`src/rtl/mem_access.sv`:
```
// Memory stage: runs load/store transactions on a req/ack port, stalls upstream
// while a transaction is in flight, and drives the MEM/WB pipeline register.
module mem_access #(
    parameter int unsigned TIMEOUT = 16
) (
    input  logic        clk,
    input  logic        reset,
    input  logic        RegWrite_MEM_in,
    input  logic        write_enable_MEM_in,
    input  logic        memtoreg_sel_MEM_in,
    input  logic [4:0]  WriteRegister_MEM_in,
    input  logic [63:0] alu_result_MEM_in,
    input  logic [63:0] ReadData2_MEM_in,
    input  logic        mem_ack,
    input  logic [63:0] mem_rdata,
    output logic        mem_req,
    output logic        mem_we,
    output logic [63:0] mem_addr,
    output logic [63:0] mem_wdata,
    output logic        stall_MEM,
    output logic        RegWrite_MEM_out,
    output logic [4:0]  WriteRegister_MEM_out,
    output logic [63:0] WriteData_MEM_out,
    output logic        misaligned_err,
    output logic        timeout_err
);

    localparam int unsigned DATA_W = 64;
    localparam int unsigned REG_W  = 5;
    localparam int unsigned CNT_W  = $clog2(TIMEOUT + 1);

    typedef enum logic [1:0] {
        IDLE,
        BUSY,
        DONE
    } state_e;

    state_e              state_q, state_d;
    logic [CNT_W-1:0]    cnt_q, cnt_d;
    logic                req_q, req_d;
    logic                we_q, we_d;
    logic [DATA_W-1:0]   addr_q, addr_d;
    logic [DATA_W-1:0]   wdata_q, wdata_d;
    logic [DATA_W-1:0]   ld_buf_q, ld_buf_d;
    logic                rw_q, rw_d;
    logic [REG_W-1:0]    wreg_q, wreg_d;
    logic [DATA_W-1:0]   wd_q, wd_d;
    logic                mis_q, mis_d;
    logic                to_q, to_d;
    logic                stall_c;

    logic acc_c;
    logic aligned_c;

    assign acc_c     = write_enable_MEM_in | memtoreg_sel_MEM_in;
    assign aligned_c = (alu_result_MEM_in[2:0] == 3'b000);

    // Next-state, memory-port and MEM/WB update logic
    always_comb begin
        state_d  = state_q;
        cnt_d    = cnt_q;
        req_d    = req_q;
        we_d     = we_q;
        addr_d   = addr_q;
        wdata_d  = wdata_q;
        ld_buf_d = ld_buf_q;
        rw_d     = rw_q;
        wreg_d   = wreg_q;
        wd_d     = wd_q;
        mis_d    = mis_q;
        to_d     = to_q;
        stall_c  = 1'b0;

        case (state_q)
            IDLE: begin
                if (!acc_c) begin
                    rw_d   = RegWrite_MEM_in;
                    wreg_d = WriteRegister_MEM_in;
                    wd_d   = alu_result_MEM_in;
                end else if (aligned_c) begin
                    stall_c = 1'b1;
                    addr_d  = alu_result_MEM_in;
                    wdata_d = ReadData2_MEM_in;
                    we_d    = write_enable_MEM_in;
                    req_d   = 1'b1;
                    cnt_d   = '0;
                    rw_d    = 1'b0;
                    state_d = BUSY;
                end else begin
                    mis_d  = 1'b1;
                    rw_d   = 1'b0;
                    wreg_d = WriteRegister_MEM_in;
                    wd_d   = alu_result_MEM_in;
                end
            end
            BUSY: begin
                stall_c = 1'b1;
                rw_d    = 1'b0;
                // An ack in the last allowed cycle takes priority over the timeout
                if (mem_ack) begin
                    ld_buf_d = mem_rdata;
                    req_d    = 1'b0;
                    state_d  = DONE;
                end else if (cnt_q == CNT_W'(TIMEOUT - 1)) begin
                    to_d     = 1'b1;
                    ld_buf_d = '0;
                    req_d    = 1'b0;
                    state_d  = DONE;
                end else begin
                    cnt_d = cnt_q + CNT_W'(1);
                end
            end
            DONE: begin
                rw_d    = RegWrite_MEM_in;
                wreg_d  = WriteRegister_MEM_in;
                wd_d    = memtoreg_sel_MEM_in ? ld_buf_q : alu_result_MEM_in;
                state_d = IDLE;
            end
            default: begin
                state_d = IDLE;
            end
        endcase
    end

    always_ff @(posedge clk) begin
        if (reset) begin
            state_q  <= IDLE;
            cnt_q    <= '0;
            req_q    <= 1'b0;
            we_q     <= 1'b0;
            addr_q   <= '0;
            wdata_q  <= '0;
            ld_buf_q <= '0;
            rw_q     <= 1'b0;
            wreg_q   <= '0;
            wd_q     <= '0;
            mis_q    <= 1'b0;
            to_q     <= 1'b0;
        end else begin
            state_q  <= state_d;
            cnt_q    <= cnt_d;
            req_q    <= req_d;
            we_q     <= we_d;
            addr_q   <= addr_d;
            wdata_q  <= wdata_d;
            ld_buf_q <= ld_buf_d;
            rw_q     <= rw_d;
            wreg_q   <= wreg_d;
            wd_q     <= wd_d;
            mis_q    <= mis_d;
            to_q     <= to_d;
        end
    end

    assign mem_req               = req_q;
    assign mem_we                = we_q;
    assign mem_addr              = addr_q;
    assign mem_wdata             = wdata_q;
    assign stall_MEM             = stall_c;
    assign RegWrite_MEM_out      = rw_q;
    assign WriteRegister_MEM_out = wreg_q;
    assign WriteData_MEM_out     = wd_q;
    assign misaligned_err        = mis_q;
    assign timeout_err           = to_q;

endmodule

```
`config.mk`:
```
export PLATFORM = sky130hd
export DESIGN_NAME = mem_access
export DESIGN_NICKNAME = d
export VERILOG_FILES = /design/src/rtl/mem_access.sv
export SDC_FILE = /design/constraint.sdc
export NUM_CORES = 1
export LEC_CHECK = 0
export CAP_MARGIN = 30
export CORE_UTILIZATION = 39
export CTS_CLUSTER_DIAMETER = 30
export DETAILED_ROUTE_END_ITERATION = 16
export PLACE_DENSITY = 0.73
export REMOVE_ABC_BUFFERS = 1
export SYNTH_ARGS = -nofsm -noshare
export SYNTH_HDL_FRONTEND = slang
export SYNTH_SLANG_ARGS = --single-unit
```
`constraint.sdc`:
```
create_clock -name clk -period 1.92 [get_ports clk]
set_input_delay 0.192 -clock clk [delete_from_list [all_inputs] [get_ports clk]]
set_output_delay 0.192 -clock clk [all_outputs]
set_load 0.02 [all_outputs]
```
==> metrics list, run 1 <==
* Die Width: 163 um
- In this run the worst path has a maximum fanout of 3.
* Sum of buffers and inverters on the critical path: 0
- Hold slack final: 128 ps
- Buffers inserted during clock tree synthesis total 58.
- Worst Path Class, Setup: register to register
- Data arrival time at the worst-slack endpoint: 2370 ps
- Busiest grt layer: met2
- STA puts the critical path data required time at 2380 ps.
* Largest vdd supply drop: 770 uV
- The mapped netlist covers 10,100 sq um.
- Setup violations remaining at the end of the flow were counted as 0.
- For this configuration, the core starts out at a cell density of 40.0%.
- Clock edge transition at the registers on the reported setup and hold paths: 40 ps
- Share of final-layout standard cells stronger than drive strength 1: 9.86%
- For this run, the detailed router's first-pass iteration total came to 6.
- Detailed placement finished with a half-perimeter wire length of 22,000 um.
- Vias in the first global route: 10,100
- Hold Path Cell Cnt: 2
- Count of hold buffers inserted by post-cts repair: 0
* Top cell by count, worst path: ha_2
- Number of clock sinks: 273
- Met1 Usage GRT: 28.7%
- Utilization of the core after routing: 66.3%
- Largest area contributor in the synthesized netlist: dfxtp_1
* Final-report max-slew violation count: 0
- Final wirelength: 35,300 um
* Final critical-path share of the clock period: 99.4%
- Leading cell type in the layout, fill and taps excluded: clkdlybuf4s50_1
- The synthesized design contains 0 enable-type register cells.
* Die Area: 26,600 sq um
- TritonCTS built the clock tree.
* Post-DR wirelength/cell: 17.6 um
* Area used by multi-input combinational logic: 4300 sq um
- Max-slew headroom: 54.2%
- At the pin with the least slew margin, the transition time is 687 ps.
* Dominant synthesized flop cell: dfxtp_1
- Final net count: 1,837
- Synthesis-stage register bit count: 273
- In this design, the stage delay of the slowest critical-path cell is 550 ps.
* MaxCap Viol Count: 0
- Among cell families on the critical path, the largest total delay comes from simple AND/OR/NAND/NOR gates.
- Internal reg-to-reg setup slack: 10 ps
* Number of placement rows: 58
* RSZ-0062 raised after global routing: yes
- For this design, the slowest cell found on the critical path is or4b_1.
- From synthesis to final layout, the design area changed by 65.8%.
* ANT nets after route: 0
- Weighted congestion at the end of routability-driven global placement: 0.786
- Top post-synthesis cells by area: dfxtp_1 54%, nand2_1 12%, a21oi_1 6.5%
- In the routed design, unresolved DRC markers number 0.
* Number of H-tree levels: 2
- 0 antenna diodes ended up in the layout.
- Across the whole layout, storage elements account for 5470 sq um.
- Outcome: finished clean
- Worst Hold Endpoint: ld_buf_q[0]
- The worst register-to-register path begins at cnt_q[0].
* Met3 track demand over resource in global routing: 6.20%
* Placed instance count: 1,887
* Mapped Avg Cell Area: 8.27 sq um
* Setup crit end kind: register
* DRT iter0 DRCs: 769
* Final hold violation count: 0
- Startpoint of the most critical hold path: reset
* Critical-path cell list: ha_2 -> and3_4 -> ha_2 -> nor2_2 -> nand4_1 -> or4b_1 -> a31oi_1
- Setup Total Neg Slack: 0 ps
- Worst-skew pair later-pin latency: 540 ps
* Ports: 406
* Post-synthesis instance total: 1,224
- Hold crit path type: input pin to register
* Fillcell total: 1,992
* Most frequent cells in the layout: 402 x clkdlybuf4s50_1, 318 x nand2_1, 272 x dfxtp_1
- In this run the standard cell core region covers 25,300 sq um.
- The die is 163 um tall.
* Fraction of registers with async set/reset: 0%
- Input and output buffers added on the ports amount to 405.
* Yosys cell types: 35
* Antenna violations before repair: 0
* Overflow left after global routing: 0
- First-pass GRT wire length: 52,600 um
* Design Area, Final: 16,800 sq um
- For this run, the top clock speed supported by timing is 0.524 GHz.
* Total Routing Usage GR: 24.6%
* Leakage power of the design: 6.26 nW
- Launching element type of the critical path: register
- Entering global routing, the biggest net connects 129 pins.
* Synth warn: 0
* Buffer levels on the longest clock path: 3
* Final Skew: 15.6 ps
- Number of vias per cell: 5.22
- Measured in cells, the most critical reg-to-reg path has a length of 7.
* Sequential-to-total area share from yosys stat: 54.0%
* Met2 usage: 41.5%
- Clock root buffer: clkbuf_16
- Via count: 10,500
- Power per standard cell area: 1360 nW/um^2
- Worst flop-to-flop path endpoint: cnt_q[3]
- Area share of the largest cell type after synthesis: 54.0%
* Placed standard-cell area: 14,600 sq um
- Final critical-path required period: 1910 ps
- For this run, the number of standard cells in the final layout without fillers is 2,004.
metal layers:
metal,vias to the layer above,routed length (um)
met2,468,17200
met4,0,1400
li1,5010,-
met3,92,2820
met1,4900,13900
met5,-,0
Yosys cell counts, types with 2 or more instances:
cell / number
nand2b_1: 2
buf_1: 4
ha_1: 8
inv_1: 4
o21ai_0: 6
a31oi_1: 3
a22oi_1: 64
nand2_1: 320
nand4b_1: 2
nor3b_1: 4
buf_2: 32
a311oi_1: 64
mux2i_1: 6
or4b_1: 2
clkbuf_1: 70
nor2_1: 142
a21oi_1: 132
nand3_1: 69
nand4_1: 2
dfxtp_1: 273
where the power goes:
part / internal, W / total, W / switching, W / leakage [nW]
combinational: 0.00281 / 0.00625 / 0.00344 / 3.07
clock: 0.00665 / 0.00971 / 0.00306 / 0.955
sequential: 0.00648 / 0.00689 / 0.000416 / 2.23
layout make-up:
class                   instances  area share [%]
flip-flops and latches        273            32.6
repair buffers                449            27.7
multi-input cells             840            25.6
clock buffers                  84            10.2
well taps                     330            2.46
clock inverters                24            1.43
inverters                       4          0.0894
kinds of logic after synthesis:
family / synth area share [%]
AO/OA/AOI/OAI: 17.8
adder cells (fa/ha/maj): 0.988
buffers and inverters: 4.55
flip-flops: 54.0
multiplexers: 0.593
AND/OR/NAND/NOR: 22.1
metrics by stage:
step	setup WS (ps)	power [W]
after floorplan	-2990	0.00970
after global placement	-6.49	0.0125
after detailed placement	-77.8	0.0126
after CTS	26.9	0.0224
after global routing	-42.0	0.0237
final	12.0	0.0229
sequential cells by signal, indices dropped and copies added (netlist names):
signal and cells:
mem_addr 64, WriteData_MEM_out 64, WriteRegister_MEM_out 5, mem_we 1
mem_wdata 64, state_q 2, ld_buf_q 64, mem_req 1
timeout_err 1, cnt_q 5, RegWrite_MEM_out 1, misaligned_err 1
how the worst max path moves through the flow:
stage / slack (ps) / to / cells after the start / start
3_3_place_gp: -6 / cnt_q[2] / 6 / alu_result_MEM_in[0]
4_1_cts: 30 / WriteData_MEM_out[13] / 8 / state_q[0]
5_1_grt: -40 / cnt_q[3] / 7 / cnt_q[0]
6_report: 10 / cnt_q[3] / 7 / cnt_q[0]
3_5_place_dp: -80 / WriteData_MEM_out[44] / 7 / alu_result_MEM_in[0]
2_1_floorplan: -2990 / ld_buf_q[0] / 6 / cnt_q[0]
repair_timing:
action | CTS | global route
gates resized for setup | 10 | 13
gates cloned | 0 | 4
pin swaps | 0 | 4
setup endpoints to repair | 2 | 50
setup buffers | 0 | 5
Note: power is estimated with default switching activity, not from simulation.
==> run 2, diff against run 1 <==
Settings changed: CORE_ASPECT_RATIO from default to 0.6, HOLD_SLACK_MARGIN from default to 0.05.
==> run 2 against run 1 <==
Compared with the run above: non-clock buffer count grew 5; utilization shrank 1.7 points; global-route usage grew 0.98 points; via count shrank 0.74%; register-to-register slack gained 40 ps; flip-flop and latch count is the same; sequential share of layout area grew 0.82 points; largest power group unchanged; die area is essentially flat; cell area shrank 2.4%.
==> metrics list, run 2 (synthesized netlist as in run 1, its figures left out) <==
- Using the TritonRoute via totals, the vias-per-cell ratio works out to 5.19.
* Vias in the first global route: 9,829
- Placed standard-cell area: 14,700 sq um
- Number of optimization iterations in the first detailed-route pass: 7
- Summing all multi-input logic gate instances after layout gives 4310 sq um.
- The total count of hold-check failures in the final report was 0.
* Post-DR wirelength/cell: 17.9 um
* RSZ-0062 raised after global routing: yes
- Residual DRC: 0
* Final-report max-slew violation count: 0
- The worst-case IR drop observed on VDD is 687 uV.
- Summing all non-filler instances in the final layout gives an area of 16,400 sq um.
- Data arrival time at the worst-slack endpoint: 2290 ps
- The die is 210 um wide.
- First-pass GRT wire length: 54,100 um
- Slowest cell on the critical path: or4b_1
- Transition time at the pin with the least slew margin: 629 ps
- Number of clock sinks: 273
- Count of input and output buffers: 405
* Final net count: 1,827
- In the finished design, the share of the clock period the worst path needs comes to 97.1%.
- At the end of the flow the core is filled with cells to 64.6%.
- The tool flagged a number of max-cap violations equal to 0.
- The H-tree was split into 2 levels.
- The worst path in the final design needs a cycle of 1860 ps, including I/O delays and setup.
- Post-detailed-placement half-perimeter wirelength: 24,000 um
- Busiest grt layer: met2
- In this run the worst hold path is classified as input pin to register.
- Worst-skew pair later-pin latency: 520 ps
* Vertical die dimension: 127 um
- Clock edge transition at the registers on the reported setup and hold paths: 50 ps
- Entering global routing, the biggest net connects 129 pins.
* Die Area: 26,600 sq um
* Most frequent cells in the layout: 402 x clkdlybuf4s50_1, 318 x nand2_1, 270 x dfxtp_1
* Met1 Usage GRT: 32.2%
- Weighted congestion at the end of routability-driven global placement: 0.869
- Power spread over the standard cell area amounts to 1260 nW/um^2.
- Via count: 10,400
* Outcome: finished clean
- Number of placement rows: 45
- Global routing used 40.4% of the available met2 tracks.
* Data required time of the worst path: 2350 ps
- Traced cell by cell, the critical path runs through ha_4 -> and3_4 -> ha_4 -> nor2_4 -> nand4_1 -> or4b_1 -> a31oi_1.
- Largest delay share family, worst path: simple AND/OR/NAND/NOR gates
* Final wirelength: 35,800 um
- The filler cells instantiated in the layout total 2,074.
* Register area: 5470 sq um
- In this run the tightest slew margin relative to its limit is 58.1%.
- In this design, the stage delay of the slowest critical-path cell is 540 ps.
* Setup violations, final: 0
- Starting utilization of the core area: 39.9%
* Met3 track demand over resource in global routing: 10.2%
- The detailed router finished its first iteration with 679 violations.
* Clock tree from TritonCTS: yes
- The most numerous cell type found on the critical path is ha_4.
* Layout Area Growth over Synthesis: 61.9%
* Worst Path Class, Setup: register to register
- Leading cell type in the layout, fill and taps excluded: clkdlybuf4s50_1
* Count of hold buffers inserted by post-cts repair: 0
* Leakage power of the design: 6.02 nW
* Overflow left after global routing: 0
* Fmax: 0.536 GHz
- The root buffer cell chosen for the clock tree is clkbuf_16.
* Total clock buffers created by CTS: 43
* Launching element type of the critical path: register
- Ports: 406
* Final Skew: 14.3 ps
- The number of antenna violations at the first check in global routing is 4.
- Summed over all failing endpoints, the final setup total negative slack is 0 ps.
* Floorplan Core Area: 25,400 sq um
- Sum of buffers and inverters on the critical path: 0
- The longest clock path from root to sink contains 3 buffers.
- Global routing used 25.6% of the available tracks across all layers.
* Setup crit end kind: register
* Critical-path maximum fanout: 4
* Share of final-layout standard cells stronger than drive strength 1: 9.10%
* ANT nets after route: 0
run 2: changes by cell type in the layout (fill, tap and decap cells not counted), moves of 3 or more:
cell,before,now
clkbuf_1,13,5
diode_2,0,3
clkinv_2,13,5
clkbuf_8,11,7
buf_12,15,19
buf_4,22,28
inv_6,0,4
clkbuf_16,64,46
run 2: worst register-to-register path, cell delays in order (launching register included):
cell and delay, ps:
dfxtp_4 360, ha_4 160, and3_4 190, ha_4 160, nor2_4 90, nand4_1 120
or4b_1 540, a31oi_1 170
run 2: metal layers:
| metal | up-vias | share of wire (%) |
|---|---|---|
| met4 | 2 | 1.8 |
| li1 | 4978 | - |
| met1 | 4960 | 42 |
| met5 | - | 0.036 |
| met2 | 392 | 45 |
| met3 | 61 | 10 |
run 2: report_power, final:
part,internal [W],switching (W),leakage [nW]
clock,0.00507,0.00273,0.715
sequential,0.00647,0.000409,2.23
combinational,0.00265,0.00334,3.08
total,0.0142,0.00648,6.02
run 2: through the flow:
step | setup WS [ps] | instances | hold WS [ps] | power [W]
final | 55.2 | 2004 | 181 | 0.0207
after global routing | -27.9 | 2003 | 208 | 0.0216
after CTS | 12.4 | 1996 | 199 | 0.0206
after detailed placement | -64.4 | 1914 | 446 | 0.0127
after global placement | -5.01 | 1914 | 441 | 0.0126
after floorplan | -2990 | 1117 | 261 | 0.00970
run 2: final timing paths:
kind                    start      endpoint  slack (ps)  depth (start not counted)
setup / recovery     cnt_q[0]      cnt_q[3]          60                          7
hold / removal          reset  ld_buf_q[27]         180                          2
setup reg to reg     cnt_q[0]      cnt_q[3]          60                          7
hold reg to reg   mem_addr[7]   mem_addr[7]         450                          2
run 2: cell type report:
| type | count | share of cell area [%] |
|---|---|---|
| clock buffer | 56 | 7.49 |
| antenna | 3 | 0.0458 |
| tap | 352 | 2.69 |
| timing repair buffer | 454 | 28.5 |
| inverter | 4 | 0.0916 |
| sequential | 273 | 33.4 |
| clock inverter | 22 | 1.54 |
| multi-input combinational | 840 | 26.3 |
run 2: repair_timing:
| item | CTS | global route |
|---|---|---|
| pin swaps | 3 | 3 |
| cloned | 0 | 1 |
| gates resized for setup | 9 | 16 |
| setup endpoints to repair | 3 | 64 |
| setup buffers | 4 | 4 |
==> run 3, diff against run 2 <==
Settings changed: CORE_MARGIN from default to 3.
==> run 3 against run 2 <==
Compared with the run above: worst hold slack gained 38 ps; wire length grew 8.0%; highest routed layer unchanged; count of clock-buffer cells in the layout shrank 5; non-clock buffer count grew 3; first-iteration DRC count grew 24%; largest power group unchanged; cell area shrank 0.59%; cell count shrank 0.90%; critical path type is now register to output pin; maximum frequency grew 0.30%; critical path depth shrank 1.
==> metrics list, run 3 (synthesized netlist as in run 1, its figures left out) <==
- Max-slew headroom: 69.4%
* Total Routing Usage GR: 25.5%
* Critical-path maximum fanout: 3
* Utilization of the core after routing: 65.7%
- The post-route netlist has 8.47% of its cells at a drive strength greater than 1.
- At the end of routability-driven placement, the weighted congestion stood at 0.820.
* Final-report max-slew violation count: 0
- Internal reg-to-reg setup slack: 80 ps
- The die is 214 um wide.
* Number of optimization iterations in the first detailed-route pass: 5
- After detailed routing, the number of remaining DRC violations is 0.
* Hold Path Cell Cnt: 3
- Summed over all layers, the routed wires come to 38,700 um.
* Overflow left after global routing: 0
* Switching share of power: 32.2%
* Data arrival time at the worst-slack endpoint: 1670 ps
- Layout Area Growth over Synthesis: 61.0%
* Setup Total Neg Slack: 0 ps
- The initial utilization of the core area, before any placement, comes to 40.8%.
- Data required time of the worst path: 1730 ps
* Post-DR wirelength/cell: 19.5 um
- Setup violations, final: 0
* Post-detailed-placement half-perimeter wirelength: 25,200 um
* Largest vdd supply drop: 611 uV
- The share of total power dissipated in sequential elements is 33.6%.
- Worst-case reg-to-reg path depth: 8
* Transition time at the pin with the least slew margin: 459 ps
* Clock tree from TritonCTS: yes
- Antenna violations before repair: 2
- Cell internal power was estimated by the tool at 0.0139 W.
- In this run the most critical hold path is launched from ReadData2_MEM_in[44].
- Leading cell type in the layout, fill and taps excluded: clkdlybuf4s50_1
- The count of buffers added on input and output ports is 405.
* Number of placement rows: 44
- Clock root buffer: clkbuf_16
- The tree built by TritonCTS fans out to 273 sinks.
- In this run the remaining antenna-violating nets after routing total 0.
- In this run, the clock network consumes 34.1% of the power.
* First-pass GRT wire length: 56,600 um
- STA classifies the critical path endpoint as an output pin.
* Number of vias per cell: 5.23
- Fmax: 0.538 GHz
* Hold crit path type: input pin to register
* Outcome: finished clean
* Buffer levels on the longest clock path: 3
- Combinational cell fraction of total power: 32.4%
- During I/O placement, the number of pins put on the boundary was 406.
- Worst-skew pair later-pin latency: 520 ps
- For this design the total switching power over the nets is 0.00661 W.
* Via count: 10,400
* Largest net degree at the start of global routing: 96
* Critical path's largest stage delay: 330 ps
- DRT iter0 DRCs: 840
- In this run the number of H-tree levels came out at 2.
- Clock edge transition at the registers on the reported setup and hold paths: 60 ps
- MaxCap Viol Count: 0
- The endpoint identified for the worst register-to-register timing path is WriteData_MEM_out[23].
- Slowest cell on the critical path: dfxtp_2
* Final critical-path share of the clock period: 96.8%
* Ant. Diodes: 0
- In this run the critical register-to-register path is launched from state_q[0].
- Register area: 5470 sq um
* Leakage power of the design: 6.00 nW
- By startpoint and endpoint, the worst setup path is classified as register to output pin.
- In this run the power density over the cells is 1260 nW/um^2.
- STA classifies the critical path startpoint as a register.
* Critical-path cell list: inv_1 -> ha_2 -> o21a_1 -> nand2_4 -> nand2b_1 -> buf_4
- In this run the vertical extent of the chip is 131 um.
- Final critical-path required period: 1860 ps
- The total count of hold-check failures in the final report was 0.
- Die Area: 28,000 sq um
- Fill cells in the final layout number 2,017.
* Worst Hold Endpoint: mem_wdata[44]
- Clock skew on the completed layout was measured at 19.5 ps.
- Floorplan Core Area: 24,800 sq um
- Vias in the first global route: 9,915
- Final net count: 1,824
- Total clock buffers created by CTS: 37
* Area used by multi-input combinational logic: 4290 sq um
- Most frequent cells in the layout: 402 x clkdlybuf4s50_1, 318 x nand2_1, 269 x dfxtp_1
[run 3: cell types whose count changed in the layout (fill, tap and decap cells not counted), sizes merged]
| cell | change |
|---|---|
| bufinv | -1 |
| dlygate4sd3 | +1 |
| bufbuf | +2 |
| inv | -1 |
| clkbuf | -1 |
| buf | -4 |
| clkinv | -3 |
| diode | -3 |
| clkinvlp | -1 |
[run 3: layout make-up]
type | count | area share [%]
Clock buffer | 51 | 6.63
Tap cell | 345 | 2.65
Inverter | 4 | 0.0921
Timing Repair Buffer | 457 | 29.6
Clock inverter | 16 | 1.17
Sequential cell | 273 | 33.6
Multi-Input combinational cell | 840 | 26.3
[run 3: worst max-delay path by stage]
stage | startpoint | depth (start not counted) | endpoint | slack (ps)
6_report | state_q[1] | 6 | stall_MEM | 60
5_1_grt | state_q[1] | 6 | stall_MEM | -20
4_1_cts | state_q[0] | 9 | WriteRegister_MEM_out[3] | 10
3_5_place_dp | write_enable_MEM_in | 7 | WriteData_MEM_out[43] | -90
3_3_place_gp | write_enable_MEM_in | 7 | WriteRegister_MEM_out[3] | -20
2_1_floorplan | cnt_q[0] | 6 | ld_buf_q[0] | -2990
[run 3: stage by stage]
step	cells	cell area [sq um]	power (W)	hold slack (ps)	setup WS [ps]
floorplan	1117	9680	0.00970	261	-2990
global placement	1906	14700	0.0126	441	-15.2
detailed placement	1906	14700	0.0127	446	-86.5
CTS	1979	16100	0.0202	192	10.0
global route	1986	16300	0.0214	195	-19.7
finish	1986	16300	0.0205	219	60.8
[run 3: per-layer routing]
| metal | vias up | GRT usage, % | share of wire [%] |
|---|---|---|---|
| li1 | 4982 | - | - |
| met1 | 4917 | 33.8 | 43 |
| met2 | 451 | 41.0 | 46 |
| met3 | 38 | 8.53 | 9.5 |
| met4 | 4 | 5.86 | 1.2 |
| met5 | - | 0 | 0.080 |
[run 3: timing repair]
item	CTS	global route
setup endpoints to repair	34	131
gates resized for setup	11	17
cloned	3	5
pin swaps	2	19
hold buffers	1	0
endpoints found under the hold margin	15	0
buffers inserted	2	2
[run 3: power by group through the flow]
stage / logic, W / registers [W] / clock network (W)
2_1_floorplan: 0.00200 / 0.00770 / 0
3_3_place_gp: 0.00565 / 0.00696 / 0
3_5_place_dp: 0.00574 / 0.00698 / 0
4_1_cts: 0.00622 / 0.00688 / 0.00708
5_1_grt: 0.00707 / 0.00697 / 0.00733
6_report: 0.00664 / 0.00689 / 0.00699
[run 3: critical path, delay by kind of cell, from the launching register on]
kind | cells | cell delay [ps]
buffers and inverters | 2 | 220
AOI/OAI and AO/OA | 1 | 220
DFF | 1 | 330
adders and majority gates | 1 | 200
and+or+nand+nor | 2 | 170
